## src/rtl/hamming_decode_arbiter.sv

```systemverilog
// hamming_decode_arbiter
//   Shared Hamming(21,16) single-error-correcting decoder with a round-robin
//   front end for two requesters. An accepted codeword is decoded in one
//   cycle. The corrected payload, requester tag and status are then held
//   behind a valid/ready output until the consumer takes them. Saturating
//   counters record corrected and uncorrectable events.
//
// Ports
//   clk, rst                 clock, asynchronous active-high reset
//   req0_valid/req0_cw/...   requester 0 offer (codeword bit i = position i+1)
//   req1_valid/req1_cw/...   requester 1 offer
//   req0_ready, req1_ready   accept strobes (valid & ready on rising edge)
//   out_valid, out_ready     result handshake
//   out_data                 corrected 16-bit payload
//   out_tag                  requester that produced the result
//   out_syndrome             raw 5-bit syndrome
//   out_corrected            single-bit error was fixed
//   out_uncorrectable        syndrome in 22..31
//   corr_cnt, uncorr_cnt     saturating event counters
//   cnt_clr                  synchronous clear of both counters
module hamming_decode_arbiter #(
    parameter int unsigned CNT_W = 16
) (
    input  logic             clk,
    input  logic             rst,
    input  logic             req0_valid,
    input  logic [0:20]      req0_cw,
    output logic             req0_ready,
    input  logic             req1_valid,
    input  logic [0:20]      req1_cw,
    output logic             req1_ready,
    output logic             out_valid,
    input  logic             out_ready,
    output logic [15:0]      out_data,
    output logic             out_tag,
    output logic [4:0]       out_syndrome,
    output logic             out_corrected,
    output logic             out_uncorrectable,
    output logic [CNT_W-1:0] corr_cnt,
    output logic [CNT_W-1:0] uncorr_cnt,
    input  logic             cnt_clr
);

    typedef enum logic [1:0] {
        IDLE   = 2'd0,
        DECODE = 2'd1,
        OUT    = 2'd2
    } state_t;

    // Parity-check masks: bit i is set when bit k of position (i+1) is set.
    localparam logic [0:20] MASK0 = 21'b101010101010101010101;
    localparam logic [0:20] MASK1 = 21'b011001100110011001100;
    localparam logic [0:20] MASK2 = 21'b000111100001111000011;
    localparam logic [0:20] MASK3 = 21'b000000011111111000000;
    localparam logic [0:20] MASK4 = 21'b000000000000000111111;

    localparam logic [CNT_W-1:0] CNT_ONE = CNT_W'(1);

    state_t      state;
    state_t      state_next;
    logic        last;
    logic [0:20] cw_reg;
    logic        tag_reg;

    logic        grant0;
    logic        grant1;
    logic        accept;
    logic        accept_tag;
    logic [0:20] accept_cw;

    logic [4:0]  syndrome;
    logic [0:20] cw_fixed;
    logic [15:0] payload;
    logic        corr_flag;
    logic        uncorr_flag;

    // Arbitration and next-state logic. Ready is gated by rst so both
    // readies read 0 for the whole reset interval.
    always_comb begin
        state_next = state;
        req0_ready = 1'b0;
        req1_ready = 1'b0;
        accept     = 1'b0;
        accept_tag = 1'b0;
        accept_cw  = req0_cw;
        grant0     = req0_valid && (!req1_valid || last);
        grant1     = req1_valid && (!req0_valid || !last);
        case (state)
            IDLE: begin
                req0_ready = grant0 && !rst;
                req1_ready = grant1 && !rst;
                if (grant0 || grant1) begin
                    accept     = 1'b1;
                    accept_tag = grant1;
                    accept_cw  = grant1 ? req1_cw : req0_cw;
                    state_next = DECODE;
                end
            end
            DECODE: state_next = OUT;
            OUT: begin
                if (out_ready) begin
                    state_next = IDLE;
                end
            end
            default: state_next = IDLE;
        endcase
    end

    // Syndrome, single-bit correction and payload extraction.
    always_comb begin
        syndrome[0] = ^(cw_reg & MASK0);
        syndrome[1] = ^(cw_reg & MASK1);
        syndrome[2] = ^(cw_reg & MASK2);
        syndrome[3] = ^(cw_reg & MASK3);
        syndrome[4] = ^(cw_reg & MASK4);
        corr_flag   = (syndrome != 5'd0) && (syndrome <= 5'd21);
        uncorr_flag = (syndrome >= 5'd22);
        cw_fixed    = cw_reg;
        if (corr_flag) begin
            cw_fixed[syndrome - 5'd1] = ~cw_reg[syndrome - 5'd1];
        end
        payload = {cw_fixed[2], cw_fixed[4], cw_fixed[5], cw_fixed[6],
                   cw_fixed[8:14], cw_fixed[16:20]};
    end

    always_ff @(posedge clk or posedge rst) begin
        if (rst) begin
            state             <= IDLE;
            last              <= 1'b1;
            cw_reg            <= '0;
            tag_reg           <= 1'b0;
            out_valid         <= 1'b0;
            out_data          <= '0;
            out_tag           <= 1'b0;
            out_syndrome      <= '0;
            out_corrected     <= 1'b0;
            out_uncorrectable <= 1'b0;
        end else begin
            state <= state_next;
            if (accept) begin
                cw_reg  <= accept_cw;
                tag_reg <= accept_tag;
                last    <= accept_tag;
            end
            if (state == DECODE) begin
                out_valid         <= 1'b1;
                out_data          <= payload;
                out_tag           <= tag_reg;
                out_syndrome      <= syndrome;
                out_corrected     <= corr_flag;
                out_uncorrectable <= uncorr_flag;
            end else if (state == OUT && out_ready) begin
                out_valid <= 1'b0;
            end
        end
    end

    // Counters: clear wins over a same-edge increment; saturate at all-ones.
    always_ff @(posedge clk or posedge rst) begin
        if (rst) begin
            corr_cnt   <= '0;
            uncorr_cnt <= '0;
        end else if (cnt_clr) begin
            corr_cnt   <= '0;
            uncorr_cnt <= '0;
        end else if (state == DECODE) begin
            if (corr_flag && corr_cnt != '1) begin
                corr_cnt <= corr_cnt + CNT_ONE;
            end
            if (uncorr_flag && uncorr_cnt != '1) begin
                uncorr_cnt <= uncorr_cnt + CNT_ONE;
            end
        end
    end

endmodule

```

## config.mk

```make
export PLATFORM = sky130hd
export DESIGN_NAME = hamming_decode_arbiter
export DESIGN_NICKNAME = d
export VERILOG_FILES = /design/src/rtl/hamming_decode_arbiter.sv
export SDC_FILE = /design/constraint.sdc
export NUM_CORES = 1
export LEC_CHECK = 0
export CAP_MARGIN = 20
export CORE_UTILIZATION = 30
export DETAILED_ROUTE_END_ITERATION = 8
export MAX_ROUTING_LAYER = met4
export PLACE_DENSITY = 0.55
export SLEW_MARGIN = 10
export SYNTH_ARGS = -nofsm -noshare
export SYNTH_HDL_FRONTEND = slang
export SYNTH_SLANG_ARGS = --single-unit
```

## constraint.sdc

```tcl
create_clock -name clk -period 3.7 [get_ports clk]
set_input_delay 0.925 -clock clk [delete_from_list [all_inputs] [get_ports clk]]
set_output_delay 0.925 -clock clk [all_outputs]
set_load 0.01 [all_outputs]
```

==> flow_metrics.env <==
export IMPL_vias=3782
export IMPL_fin_cells=764
export IMPL_yosysSeqAreaShare=0.442
export IMPL_die_y_um=126
export IMPL_die_w_um=126
export IMPL_outcome="finished, final reports clean"
export IMPL_antenna_left=0
export IMPL_synthArstFlopShare=1.00
export IMPL_post_dp_cell_area_um2=5900
export IMPL_htree_num_levels=3
export IMPL_wl_per_cell_um=15.0
export IMPL_final_max_slew_viol_count=0
export IMPL_r2r_cells=9
export IMPL_syn_area_per_cell_um2=9.96
export IMPL_io_buffer_count=106
export IMPL_diodes=0
export IMPL_fp_row_count=45
export IMPL_fin_crit_ps=3250
export IMPL_cts_hold_buf=0
export IMPL_post_route_cell_area_um2=6250
export IMPL_wl_mm=11.5
export IMPL_worstReg2RegStart="cw_reg[5]"
export IMPL_finalSetupViolCount=0
export IMPL_arrival_ps=3520
export IMPL_dieArea_um2=16000
export IMPL_overflow=0
export IMPL_syn2layout_area_growth_pct=34.6
export IMPL_syn_area_um2=4640
export IMPL_critPathKind="flip-flop to flip-flop"
export IMPL_ctsResizeCount=0
export IMPL_initial_utilization=0.306
export IMPL_fin_crit_sh=0.877
export IMPL_critPathRequiredTime_ps=3970
export IMPL_grt_pass1_vias=3836
export IMPL_r2r_end="out_data[1]"
export IMPL_track_usage=0.160
export IMPL_final_util=0.413
export IMPL_largest_reg_flops=21
export IMPL_firstDrtPassIters=4
export IMPL_dpl_cell_count=748
export IMPL_cts_setup_buffers=0
export IMPL_rsz0062_at_grt="no"
export IMPL_clk_pin_slew_worst_paths_ps=60
export IMPL_hold_end="out_tag"
export IMPL_syn_instance_count=466
export IMPL_synth_ff_type="dfrtp_1"
export IMPL_drive_above_1_share=0.0833
export IMPL_clk_latency_ps=340
export IMPL_fin_nets=622
export IMPL_cts_tree="built"
export IMPL_rrSetupSlack_ps=450
export IMPL_ys_ff_latch=82
export IMPL_dp_hpwl_mm=8.64
export IMPL_hold_viol_final=0
export IMPL_grt_max_degree=56
export IMPL_cap_violations=0
export IMPL_tightest_slew_ps=821
export IMPL_drt_initial_drc_count=203
export IMPL_cts_buffer_depth=2
export IMPL_antenna_found_initial=0
export IMPL_core_area_um2=15100
export IMPL_grt_pass1_wl_mm=19.6
export IMPL_hold_start="tag_reg"
export IMPL_yosys_warnings=0
export IMPL_vias_per_cell=4.95
export IMPL_worst_setup_path_end_kind="flip-flop"
export IMPL_cp_max_fo=12
export IMPL_nFillCells=1505
export IMPL_gp_congestion=0.868
export IMPL_cts_buffers=9
export IMPL_cp_start_kind="flip-flop"
export IMPL_skew_ps=4.62
export IMPL_cts_sinks=82
export IMPL_synth_edf_count=0
export IMPL_timing_fmax_ghz=0.308
export IMPL_remaining_drc_errors=0
export IMPL_worstHoldPathType="flip-flop to flip-flop"
export IMPL_tns_ps=0
export IMPL_synth_nets=517
export IMPL_slew_headroom=0.448
export IMPL_cts_root_buf="clkbuf_16"
export IMPL_ios=107
export IMPL_ys_types=54
export IMPL_whs_path_depth=2
cell usage in the layout (no fill, tap or decap), types with 2 or more instances in the layout:
cell and n:
inv_1 15, o311ai_0 2, bufinv_16 3, and3_1 11, clkbuf_16 9, and2_1 2
nor2_1 53, and4_1 3, o21ai_0 28, clkdlybuf4s50_1 106, mux2i_1 26, nand4_1 11
xnor3_2 2, and3_4 2, dfrtp_1 81, a221o_1 13, a21oi_1 4, nand3_1 19
ha_1 3, buf_4 9, nor4_1 3, clkinv_2 2, nand2_1 55, o211a_1 10
o211ai_1 2, xor2_1 20, xnor2_1 36, clkbuf_8 2, nor3_2 2, o21ai_2 2
nor3_1 12, mux4_2 4
critical path: stages (launching register included):
cell and delay, ps:
dfrtp_1 440, xnor2_1 250, xnor3_2 410, xnor2_1 340
inv_1 140, ha_1 460, mux4_2 550, a21oi_1 130
and3_4 290, a221o_1 170
per-stage QoR:
stage               hold WS [ps]  setup WS (ps)
finish                       474            454
global route                 508            229
CTS                          478            446
detailed placement           467            452
global placement             452            580
floorplan                    439            223
kinds of logic after synthesis:
| group | count (synthesis) | synth area share |
|---|---|---|
| muxes | 30 | 0.0755 |
| DFF | 82 | 0.442 |
| AOI/OAI and AO/OA | 73 | 0.121 |
| xor gates and xnor gates | 61 | 0.130 |
| buffers and inverters | 37 | 0.0383 |
| and+or+nand+nor | 180 | 0.185 |
| adders and majority gates | 3 | 0.00809 |
layout make-up:
cell class | instances | area, um^2 | share of cell area
Timing Repair Buffer | 115 | 1130 | 0.181
Sequential cell | 82 | 2050 | 0.329
Clock inverter | 5 | 100 | 0.0160
Multi-Input combinational cell | 347 | 2410 | 0.386
Clock buffer | 11 | 253 | 0.0404
Tap cell | 188 | 235 | 0.0376
Inverter | 16 | 63.8 | 0.0102
cells in the mapped netlist (2+ instances only):
| library cell | count | area, um^2 |
|---|---|---|
| dfrtp_1 | 81 | 2030 |
| nor4_1 | 3 | 18.8 |
| o21ai_0 | 28 | 140 |
| o211ai_1 | 2 | 15.0 |
| mux2i_1 | 26 | 260 |
| ha_1 | 3 | 37.5 |
| and4_1 | 3 | 26.3 |
| o311ai_0 | 2 | 17.5 |
| xor2_1 | 20 | 175 |
| buf_6 | 3 | 33.8 |
| o211a_1 | 10 | 100 |
| nand4_1 | 11 | 68.8 |
| and2_1 | 2 | 12.5 |
| and3_1 | 11 | 68.8 |
| nand3_1 | 19 | 95.1 |
| xnor2_1 | 36 | 315 |
| mux4_2 | 4 | 90.1 |
| nor3_1 | 12 | 60.1 |
| and3_4 | 2 | 22.5 |
| a21oi_1 | 4 | 20.0 |
| clkbuf_1 | 16 | 60.1 |
| xnor3_2 | 2 | 47.6 |
| nand2_1 | 55 | 206 |
| inv_1 | 16 | 60.1 |
| a221o_1 | 13 | 130 |
| nor2_1 | 53 | 199 |
| nor3_2 | 2 | 20.0 |
routing by layer:
layer,up-vias,wire [um],GRT usage
met5,-,0,-
met4,0,66,0.0503
met3,6,441,0.0350
met2,113,5520,0.252
met1,1810,5430,0.205
li1,1853,-,-
how the worst max path moves through the flow:
stage	startpoint	endpoint	slack, ps	cells after the start
after detailed placement	cw_reg[5]	out_data[11]	450	9
after global routing	cw_reg[14]	corr_cnt[11]	230	8
after CTS	cw_reg[5]	out_data[10]	450	9
after floorplan	rst	req0_ready	220	2
after global placement	cw_reg[5]	out_data[10]	580	9
final	cw_reg[5]	out_data[1]	450	9
Power is not shown: default switching activity piles up to over one toggle a cycle in this logic, so the estimate is an artifact.
